<file path="src/rtl/parity_frame_rx_if.sv">
// Bus bundle for the parity-framed serial receiver: line/strobe/clear inputs
// and the received-nibble and error-reporting outputs.
interface parity_frame_rx_if #(
  parameter int ERR_CNT_W = 8
);
  logic                 serial_in;
  logic                 bit_en;
  logic                 err_clr;
  logic [3:0]           data_out;
  logic                 data_valid;
  logic                 parity_err;
  logic                 frame_err;
  logic                 busy;
  logic [ERR_CNT_W-1:0] err_count;

  modport master (
    output serial_in, bit_en, err_clr,
    input  data_out, data_valid, parity_err, frame_err, busy, err_count
  );

  modport slave (
    input  serial_in, bit_en, err_clr,
    output data_out, data_valid, parity_err, frame_err, busy, err_count
  );
endinterface

</file>
<file path="src/rtl/parity_frame_rx.sv">
// Receives start/D3..D0/even-parity/stop frames sampled on bit_en strobes,
// reporting each nibble and counting parity/framing errors (saturating).
module parity_frame_rx #(
  parameter int ERR_CNT_W = 8
) (
  input  logic            clk,
  input  logic            rst,
  parity_frame_rx_if.slave bus
);

  typedef enum logic [1:0] {IDLE, DATA, PARITY, STOP} state_t;

  state_t               state, state_next;
  logic [1:0]           bit_cnt, bit_cnt_next;
  logic [3:0]           shift, shift_next;
  logic                 par_bit, par_bit_next;
  logic [3:0]           data_q, data_next;
  logic                 valid_q, valid_next;
  logic                 perr_q, perr_next;
  logic                 ferr_q, ferr_next;
  logic [ERR_CNT_W-1:0] err_cnt, err_cnt_next;
  logic                 err_event;

  always_ff @(posedge clk) begin
    if (rst) begin
      state   <= IDLE;
      bit_cnt <= 2'd0;
      shift   <= 4'h0;
      par_bit <= 1'b0;
      data_q  <= 4'h0;
      valid_q <= 1'b0;
      perr_q  <= 1'b0;
      ferr_q  <= 1'b0;
      err_cnt <= '0;
    end else begin
      state   <= state_next;
      bit_cnt <= bit_cnt_next;
      shift   <= shift_next;
      par_bit <= par_bit_next;
      data_q  <= data_next;
      valid_q <= valid_next;
      perr_q  <= perr_next;
      ferr_q  <= ferr_next;
      err_cnt <= err_cnt_next;
    end
  end

  // Pulses default low every cycle so they last exactly one clock.
  always_comb begin
    state_next   = state;
    bit_cnt_next = bit_cnt;
    shift_next   = shift;
    par_bit_next = par_bit;
    data_next    = data_q;
    valid_next   = 1'b0;
    perr_next    = 1'b0;
    ferr_next    = 1'b0;
    err_event    = 1'b0;
    err_cnt_next = err_cnt;

    if (bus.bit_en) begin
      case (state)
        IDLE: begin
          if (!bus.serial_in) begin
            state_next   = DATA;
            bit_cnt_next = 2'd0;
          end
        end
        DATA: begin
          shift_next   = {shift[2:0], bus.serial_in};
          bit_cnt_next = bit_cnt + 2'd1;
          if (bit_cnt == 2'd3) begin
            state_next = PARITY;
          end
        end
        PARITY: begin
          par_bit_next = bus.serial_in;
          state_next   = STOP;
        end
        STOP: begin
          // A low stop bit is a framing error and never doubles as a start bit.
          state_next = IDLE;
          if (bus.serial_in) begin
            data_next  = shift;
            valid_next = 1'b1;
            perr_next  = ^{shift, par_bit};
            err_event  = perr_next;
          end else begin
            ferr_next = 1'b1;
            err_event = 1'b1;
          end
        end
        default: state_next = IDLE;
      endcase
    end

    if (bus.err_clr) begin
      err_cnt_next = '0;
    end else if (err_event && (err_cnt != '1)) begin
      err_cnt_next = err_cnt + ERR_CNT_W'(1);
    end
  end

  assign bus.data_out   = data_q;
  assign bus.data_valid = valid_q;
  assign bus.parity_err = perr_q;
  assign bus.frame_err  = ferr_q;
  assign bus.busy       = (state != IDLE);
  assign bus.err_count  = err_cnt;

endmodule

</file>
<file path="src/flat_wrapper.sv">
// flat-port wrapper written by rule: the top's interface ports become plain ports
module parity_frame_rx_flat 
#(
  parameter int ERR_CNT_W = 8
)
  (clk, rst, bus_serial_in, bus_bit_en, bus_err_clr, bus_data_out, bus_data_valid, bus_parity_err, bus_frame_err, bus_busy, bus_err_count);
  parity_frame_rx_if #(.ERR_CNT_W(ERR_CNT_W)) bus_i ();
  input  logic clk;
  input  logic rst;
  input wire logic [$bits(bus_i.serial_in)-1:0] bus_serial_in;
  input wire logic [$bits(bus_i.bit_en)-1:0] bus_bit_en;
  input wire logic [$bits(bus_i.err_clr)-1:0] bus_err_clr;
  output wire logic [$bits(bus_i.data_out)-1:0] bus_data_out;
  output wire logic [$bits(bus_i.data_valid)-1:0] bus_data_valid;
  output wire logic [$bits(bus_i.parity_err)-1:0] bus_parity_err;
  output wire logic [$bits(bus_i.frame_err)-1:0] bus_frame_err;
  output wire logic [$bits(bus_i.busy)-1:0] bus_busy;
  output wire logic [$bits(bus_i.err_count)-1:0] bus_err_count;
  assign bus_i.serial_in = bus_serial_in;
  assign bus_i.bit_en = bus_bit_en;
  assign bus_i.err_clr = bus_err_clr;
  assign bus_data_out = bus_i.data_out;
  assign bus_data_valid = bus_i.data_valid;
  assign bus_parity_err = bus_i.parity_err;
  assign bus_frame_err = bus_i.frame_err;
  assign bus_busy = bus_i.busy;
  assign bus_err_count = bus_i.err_count;
  parity_frame_rx #(.ERR_CNT_W(ERR_CNT_W)) u_core (.clk(clk), .rst(rst), .bus(bus_i));
endmodule
</file>
<file path="config.mk">
export PLATFORM = sky130hd
export DESIGN_NAME = parity_frame_rx_flat
export DESIGN_NICKNAME = d
export VERILOG_FILES = /design/src/rtl/parity_frame_rx_if.sv /design/src/rtl/parity_frame_rx.sv /design/src/flat_wrapper.sv
export SDC_FILE = /design/constraint.sdc
export NUM_CORES = 1
export LEC_CHECK = 0
export BUFFER_PORTS_ARGS = -buffer_cell sky130_fd_sc_hd__buf_2
export CORE_ASPECT_RATIO = 0.9
export CORE_MARGIN = 10
export CORE_UTILIZATION = 50
export CTS_CLUSTER_DIAMETER = 60
export CTS_CLUSTER_SIZE = 20
export DETAILED_ROUTE_END_ITERATION = 12
export PLACE_DENSITY = 0.73
export RECOVER_POWER = 50
export SLEW_MARGIN = 20
export SYNTH_ARGS = -nofsm -noshare
export SYNTH_HDL_FRONTEND = slang
export SYNTH_SLANG_ARGS = --single-unit
</file>
<file path="constraint.sdc">
create_clock -name clk -period 2.1 [get_ports clk]
set_clock_uncertainty 0.05 [all_clocks]
set_input_delay 0.105 -clock clk [delete_from_list [all_inputs] [get_ports clk]]
set_output_delay 0.105 -clock clk [all_outputs]
set_load 0.005 [all_outputs]
</file>
==> results.sh, run 1 <==
export IMPL_grt_pass1_vias=819
export IMPL_die_w_um=71.2
export IMPL_drv_slew=0
export IMPL_cts_tree="built"
export IMPL_synth_seq_cells=24
export IMPL_cp_end_kind="flip-flop"
export IMPL_drive_gt1_frac=0.149
export IMPL_dieArea_mm2=0.00470
export IMPL_seq_area_frac_synth=0.408
export IMPL_met1_usage=0.114
export IMPL_placed_cells=164
export IMPL_die_y_um=66.0
export IMPL_p_leak_nw=0.478
export IMPL_rows=16
export IMPL_finalHoldViolCount=0
export IMPL_io_pins=21
export IMPL_cp_data_arrival_time_ps=2010
export IMPL_drt_pass1_iter_count=4
export IMPL_gp_congestion=0.852
export IMPL_cts_setup_buffers=0
export IMPL_clock_sinks=24
export IMPL_required_ps=2240
export IMPL_finalCriticalPeriod_ps=1870
export IMPL_min_path_cells=4
export IMPL_grt_overflow=0
export IMPL_critPathLaunchType="flip-flop"
export IMPL_ctsHoldBuffers=0
export IMPL_busiest_layer="met2"
export IMPL_cts_buffers=3
export IMPL_grt_use_met3=0.0420
export IMPL_dp_hpwl_mm=1.67
export IMPL_instances_no_fill=168
export IMPL_grt_max_degree=19
export IMPL_netlist_instances=123
export IMPL_initial_utilization=0.535
export IMPL_cts_max_path_buffers=2
export IMPL_peakVddDrop_mv=0.430
export IMPL_syn_num_nets=135
export IMPL_area_growth_synth_to_final_pct=11.3
export IMPL_drt_initial_drc_count=32
export IMPL_tightestPinTransition_ps=465
export IMPL_nFillCells=221
export IMPL_regArea_um2=480
export IMPL_antenna_found_initial=0
export IMPL_vias_per_cell=5.37
export IMPL_grt_pass1_wl_mm=3.75
export IMPL_synthesis_area_mm2=0.00118
export IMPL_drc=0
export IMPL_htree_levels=1
export IMPL_drt_wl_total_mm=2.25
export IMPL_hold_class="primary input to flip-flop"
export IMPL_crit_path_max_fanout=4
export IMPL_fin_tns_setup_ps=0
export IMPL_multi_input_area_um2=657
export IMPL_diodes=0
export IMPL_vias=902
export IMPL_fin_nets=154
export IMPL_grt_use_total=0.0941
export IMPL_use_met2=0.149
export IMPL_setup_worst_path_class="flip-flop to flip-flop"
export IMPL_reg2reg_depth=6
export IMPL_synth_warnings=0
export IMPL_fmax_mhz=535
export IMPL_finalSetupViolations=0
export IMPL_synth_cell_types=24
export IMPL_ant_nets=0
export IMPL_rsz0062_at_grt="false"
export IMPL_syn_area_per_cell_um2=9.57
export IMPL_slew_headroom=0.689
export IMPL_powerDensity_mw_per_mm2=599
export IMPL_cap_violations=0
export IMPL_core_area_mm2=0.00220
export IMPL_clock_root_buffer="clkbuf_4"
export IMPL_post_route_period_util=0.889
export IMPL_path_clk_slew_ps=130
export IMPL_clk_latency_ps=310
export IMPL_io_buffers=20
export IMPL_post_drt_wl_per_cell_um=13.4
export IMPL_status="finished clean"
## final cells by class
| cell class | instances | area share |
|---|---|---|
| Timing Repair Buffer | 20 | 0.0640 |
| Multi-Input combinational cell | 88 | 0.501 |
| Inverter | 5 | 0.0143 |
| Clock buffer | 4 | 0.0277 |
| Sequential cell | 24 | 0.367 |
| Tap cell | 27 | 0.0258 |
## metrics by stage
stage               total power [mW]  utilization  hold slack [ps]  setup slack (ps)  cell area, um2
detailed placement             0.554        0.584              387               200            1290
floorplan                      0.536            -              257               281            1180
finish                         0.785        0.595             60.9               232            1310
global placement               0.551        0.584              381               235            1290
CTS                            0.794        0.601             50.4               171            1320
global route                   0.817        0.595             70.1              39.7            1310
## cell usage after synthesis (all sizes together)
cell type	n	area, um2
a2111oi	2	55.1
a211oi	3	27.5
a21boi	1	7.51
a21o	1	7.51
a21oi	9	45.0
a31o	1	8.76
a32oi	1	8.76
buf	2	10.0
clkbuf	4	15.0
dfxtp	24	480
ha	7	87.6
inv	5	18.8
mux2i	5	50.1
nand2	15	56.3
nand3	10	50.1
nor2	17	63.8
nor3	3	15.0
o21ai	3	15.0
o311ai	1	26.3
or2	1	6.26
xnor2	7	98.8
xnor3	1	23.8
## flip-flops by register name, summed over array words and instances, names as in the netlist
name	count
u_core.shift	4
u_core.par_bit	1
u_core.bus.data_out	4
u_core.bus.data_valid	1
u_core.bus.parity_err	1
u_core.state	2
u_core.bus.err_count	8
u_core.bit_cnt	2
u_core.bus.frame_err	1
## cell usage in the layout (no fill, tap or decap), types with 5 or more instances in the layout
cell      count
dfxtp_1      24
nor2_1       17
nand2_1      15
clkbuf_1     13
nand3_1      10
a21oi_1       8
ha_1          7
buf_2         7
inv_1         5
xnor2_1       5
mux2i_1       5
## power breakdown
group,internal [mW],total (mW),switching [mW]
registers,0.461,0.467,0.00571
logic,0.0275,0.0778,0.0503
clock network,0.106,0.240,0.134
## logic make-up after synthesis
kind of cell / share of synthesized area
simple gates: 0.163
buf+inv: 0.0372
mux: 0.0425
fa+ha+maj: 0.0744
xor+xnor: 0.104
compound gates: 0.171
flops: 0.408
## critical path, cell delays in order, from the launching register on
cell,delay (ps)
dfxtp_1,390
inv_1,100
ha_1,240
a21boi_0,350
o21ai_0,270
nor3_1,250
a211oi_1,100
## layer usage
layer / vias up / share of wire
met5: - / 0
met4: 0 / 0.0075
met3: 2 / 0.068
met2: 20 / 0.45
met1: 426 / 0.48
li1: 454 / -
## worst paths after layout
path / from / endpoint / slack [ps]
max: u_core.state[0] / u_core.state[0] / 230
min: bus_err_clr / u_core.bus.err_count[1] / 60
max reg2reg: u_core.state[0] / u_core.state[0] / 230
min reg2reg: u_core.shift[0] / u_core.shift[0] / 450
## repair_timing
action / CTS / global route
gates resized for setup: 0 / 1
endpoints found under the hold margin: 0 / 0
endpoints found under the setup margin: 0 / 1
Note: power is estimated with default switching activity, not from simulation.
==> inputs of run 2 (changes only) <==
--- a/config.mk
+++ b/config.mk
@@ -8,11 +8,11 @@
 export BUFFER_PORTS_ARGS = -buffer_cell sky130_fd_sc_hd__buf_2
 export CORE_ASPECT_RATIO = 0.9
 export CORE_MARGIN = 10
-export CORE_UTILIZATION = 50
+export CORE_UTILIZATION = 30
 export CTS_CLUSTER_DIAMETER = 60
 export CTS_CLUSTER_SIZE = 20
 export DETAILED_ROUTE_END_ITERATION = 12
-export PLACE_DENSITY = 0.73
+export PLACE_DENSITY = 0.46
 export RECOVER_POWER = 50
 export SLEW_MARGIN = 20
 export SYNTH_ARGS = -nofsm -noshare
==> results.sh, run 2 (synthesis gave the netlist of run 1 again) <==
export IMPL_tightestPinTransition_ps=445
export IMPL_finalCriticalPeriod_ps=1930
export IMPL_ant_nets=0
export IMPL_vias=888
export IMPL_fin_area_mm2=0.00135
export IMPL_setup_worst_path_class="flip-flop to flip-flop"
export IMPL_finalHoldViolCount=0
export IMPL_placed_cells=183
export IMPL_worstReg2RegStart="u_core.shift[0]"
export IMPL_die_w_um=86.0
export IMPL_drt_initial_drc_count=23
export IMPL_cts_buffers=3
export IMPL_rows=21
export IMPL_clk_latency_ps=270
export IMPL_post_cts_resized=0
export IMPL_crit_path_max_incr_delay_ps=480
export IMPL_fin_tns_setup_ps=0
export IMPL_r2r_end="u_core.bus.err_count[2]"
export IMPL_p_int_mw=0.656
export IMPL_rsz0062_at_grt="false"
export IMPL_drc=0
export IMPL_ctsHoldBuffers=0
export IMPL_drv_slew=0
export IMPL_diodes=0
export IMPL_drive_gt1_frac=0.142
export IMPL_powerDensity_mw_per_mm2=640
export IMPL_cts_setup_buffers=0
export IMPL_fin_nets=154
export IMPL_final_cell_mix="dfxtp_1, nor2_1, nand2_1, clkbuf_1, nand3_1"
export IMPL_grt_pass1_vias=855
export IMPL_required_ps=2220
export IMPL_final_common_cell="dfxtp_1"
export IMPL_drt_wl_total_mm=2.46
export IMPL_slew_headroom=0.702
export IMPL_core_area_mm2=0.00376
export IMPL_gp_congestion=0.716
export IMPL_grt_overflow=0
export IMPL_p_clk_frac=0.370
export IMPL_largest_reg_flops=8
export IMPL_io_pins=21
export IMPL_critPathLaunchType="flip-flop"
export IMPL_min_path_cells=4
export IMPL_vias_per_cell=4.75
export IMPL_io_buffers=20
export IMPL_cp_end_kind="flip-flop"
export IMPL_p_leak_nw=0.486
export IMPL_clock_root_buffer="clkbuf_8"
export IMPL_cap_violations=0
export IMPL_peakVddDrop_mv=0.231
export IMPL_power_frac_comb=0.090
export IMPL_grt_pass1_wl_mm=4.17
export IMPL_p_sw_mw=0.207
export IMPL_hold_class="primary input to flip-flop"
export IMPL_grt_max_degree=19
export IMPL_rrSetupSlack_ps=170
export IMPL_clock_sinks=24
export IMPL_cts_tree="built"
export IMPL_htree_levels=1
export IMPL_path_clk_slew_ps=90
export IMPL_cp_data_arrival_time_ps=2040
export IMPL_instances_no_fill=187
export IMPL_initial_utilization=0.313
export IMPL_cts_max_path_buffers=2
export IMPL_crit_path_max_fanout=6
export IMPL_drt_pass1_iter_count=4
export IMPL_fmax_mhz=518
export IMPL_cp_slowest_cell="xnor3_2"
export IMPL_p_sw_frac=0.240
export IMPL_dp_hpwl_mm=1.85
export IMPL_hold_end="u_core.bus.err_count[1]"
export IMPL_post_drt_wl_per_cell_um=13.1
export IMPL_post_route_period_util=0.919
export IMPL_die_y_um=79.4
export IMPL_holdCritStartpoint="bus_err_clr"
export IMPL_antenna_found_initial=0
export IMPL_dieArea_mm2=0.00683
export IMPL_grt_use_total=0.0738
export IMPL_sequentialPowerShare=0.540
export IMPL_path_cells="xnor3_2, xnor2_4, a21oi_1, a21oi_1, a31o_2"
export IMPL_placed_area_mm2=0.00131
export IMPL_cp_common_cell="a21oi_1"
export IMPL_reg2reg_depth=5
export IMPL_area_growth_synth_to_final_pct=14.6
export IMPL_finalSetupViolations=0
export IMPL_status="finished clean"
run 2: cell types whose count changed in the layout (fill, tap and decap cells not counted):
cell      change
clkbuf_8      +3
a21oi_1       +1
a21oi_2       -1
clkbuf_4      -3
run 2: area by class of cell:
type,count,area (um2)
clock buffer,4,55.1
fill,392,2410
inverter,5,18.8
multi-input combinational,88,653
sequential,24,480
tap,46,57.6
timing repair buffer,20,83.8
run 2: per-layer routing:
layer  routed length (um)  up-vias  track usage
li1                     -      451            -
met1                 1120      414       0.0917
met2                 1110       21        0.108
met3                  217        2       0.0398
met4                   13        0       0.0197
met5                    0        -            0
run 2: power groups by stage:
stage	sequential [mW]	combinational [mW]	clock, mW
2_1_floorplan	0.476	0.0598	0
3_3_place_gp	0.477	0.0755	0
3_5_place_dp	0.477	0.0786	0
4_1_cts	0.466	0.0792	0.336
5_1_grt	0.468	0.0894	0.351
6_report	0.466	0.0778	0.319
run 2: how the worst max path moves through the flow:
| stage | from | endpoint | slack, ps | depth (start not counted) |
|---|---|---|---|---|
| 4_1_cts | u_core.bus.err_count[0] | u_core.bus.err_count[2] | 150 | 5 |
| 5_1_grt | u_core.shift[0] | u_core.bus.err_count[2] | 20 | 5 |
| 3_3_place_gp | u_core.bus.err_count[0] | u_core.bus.err_count[2] | 240 | 5 |
| 6_report | u_core.shift[0] | u_core.bus.err_count[2] | 170 | 5 |
| 2_1_floorplan | u_core.bus.err_count[0] | u_core.bus.err_count[2] | 280 | 5 |
| 3_5_place_dp | u_core.bus.err_count[0] | u_core.bus.err_count[2] | 170 | 5 |
run 2: worst max-delay path, delay by kind of cell, from the launching register on:
kind            cells  cell delay (ps)
xor+xnor            2              680
flops               1              380
compound gates      3              710
run 2: through the flow:
stage | power (mW) | util | setup slack [ps] | hold WS (ps)
finish | 0.863 | 0.359 | 170 | 117
CTS | 0.882 | 0.363 | 154 | 107
floorplan | 0.536 | - | 281 | 257
global route | 0.908 | 0.359 | 21.2 | 145
detailed placement | 0.555 | 0.349 | 167 | 396
global placement | 0.552 | 0.349 | 242 | 398
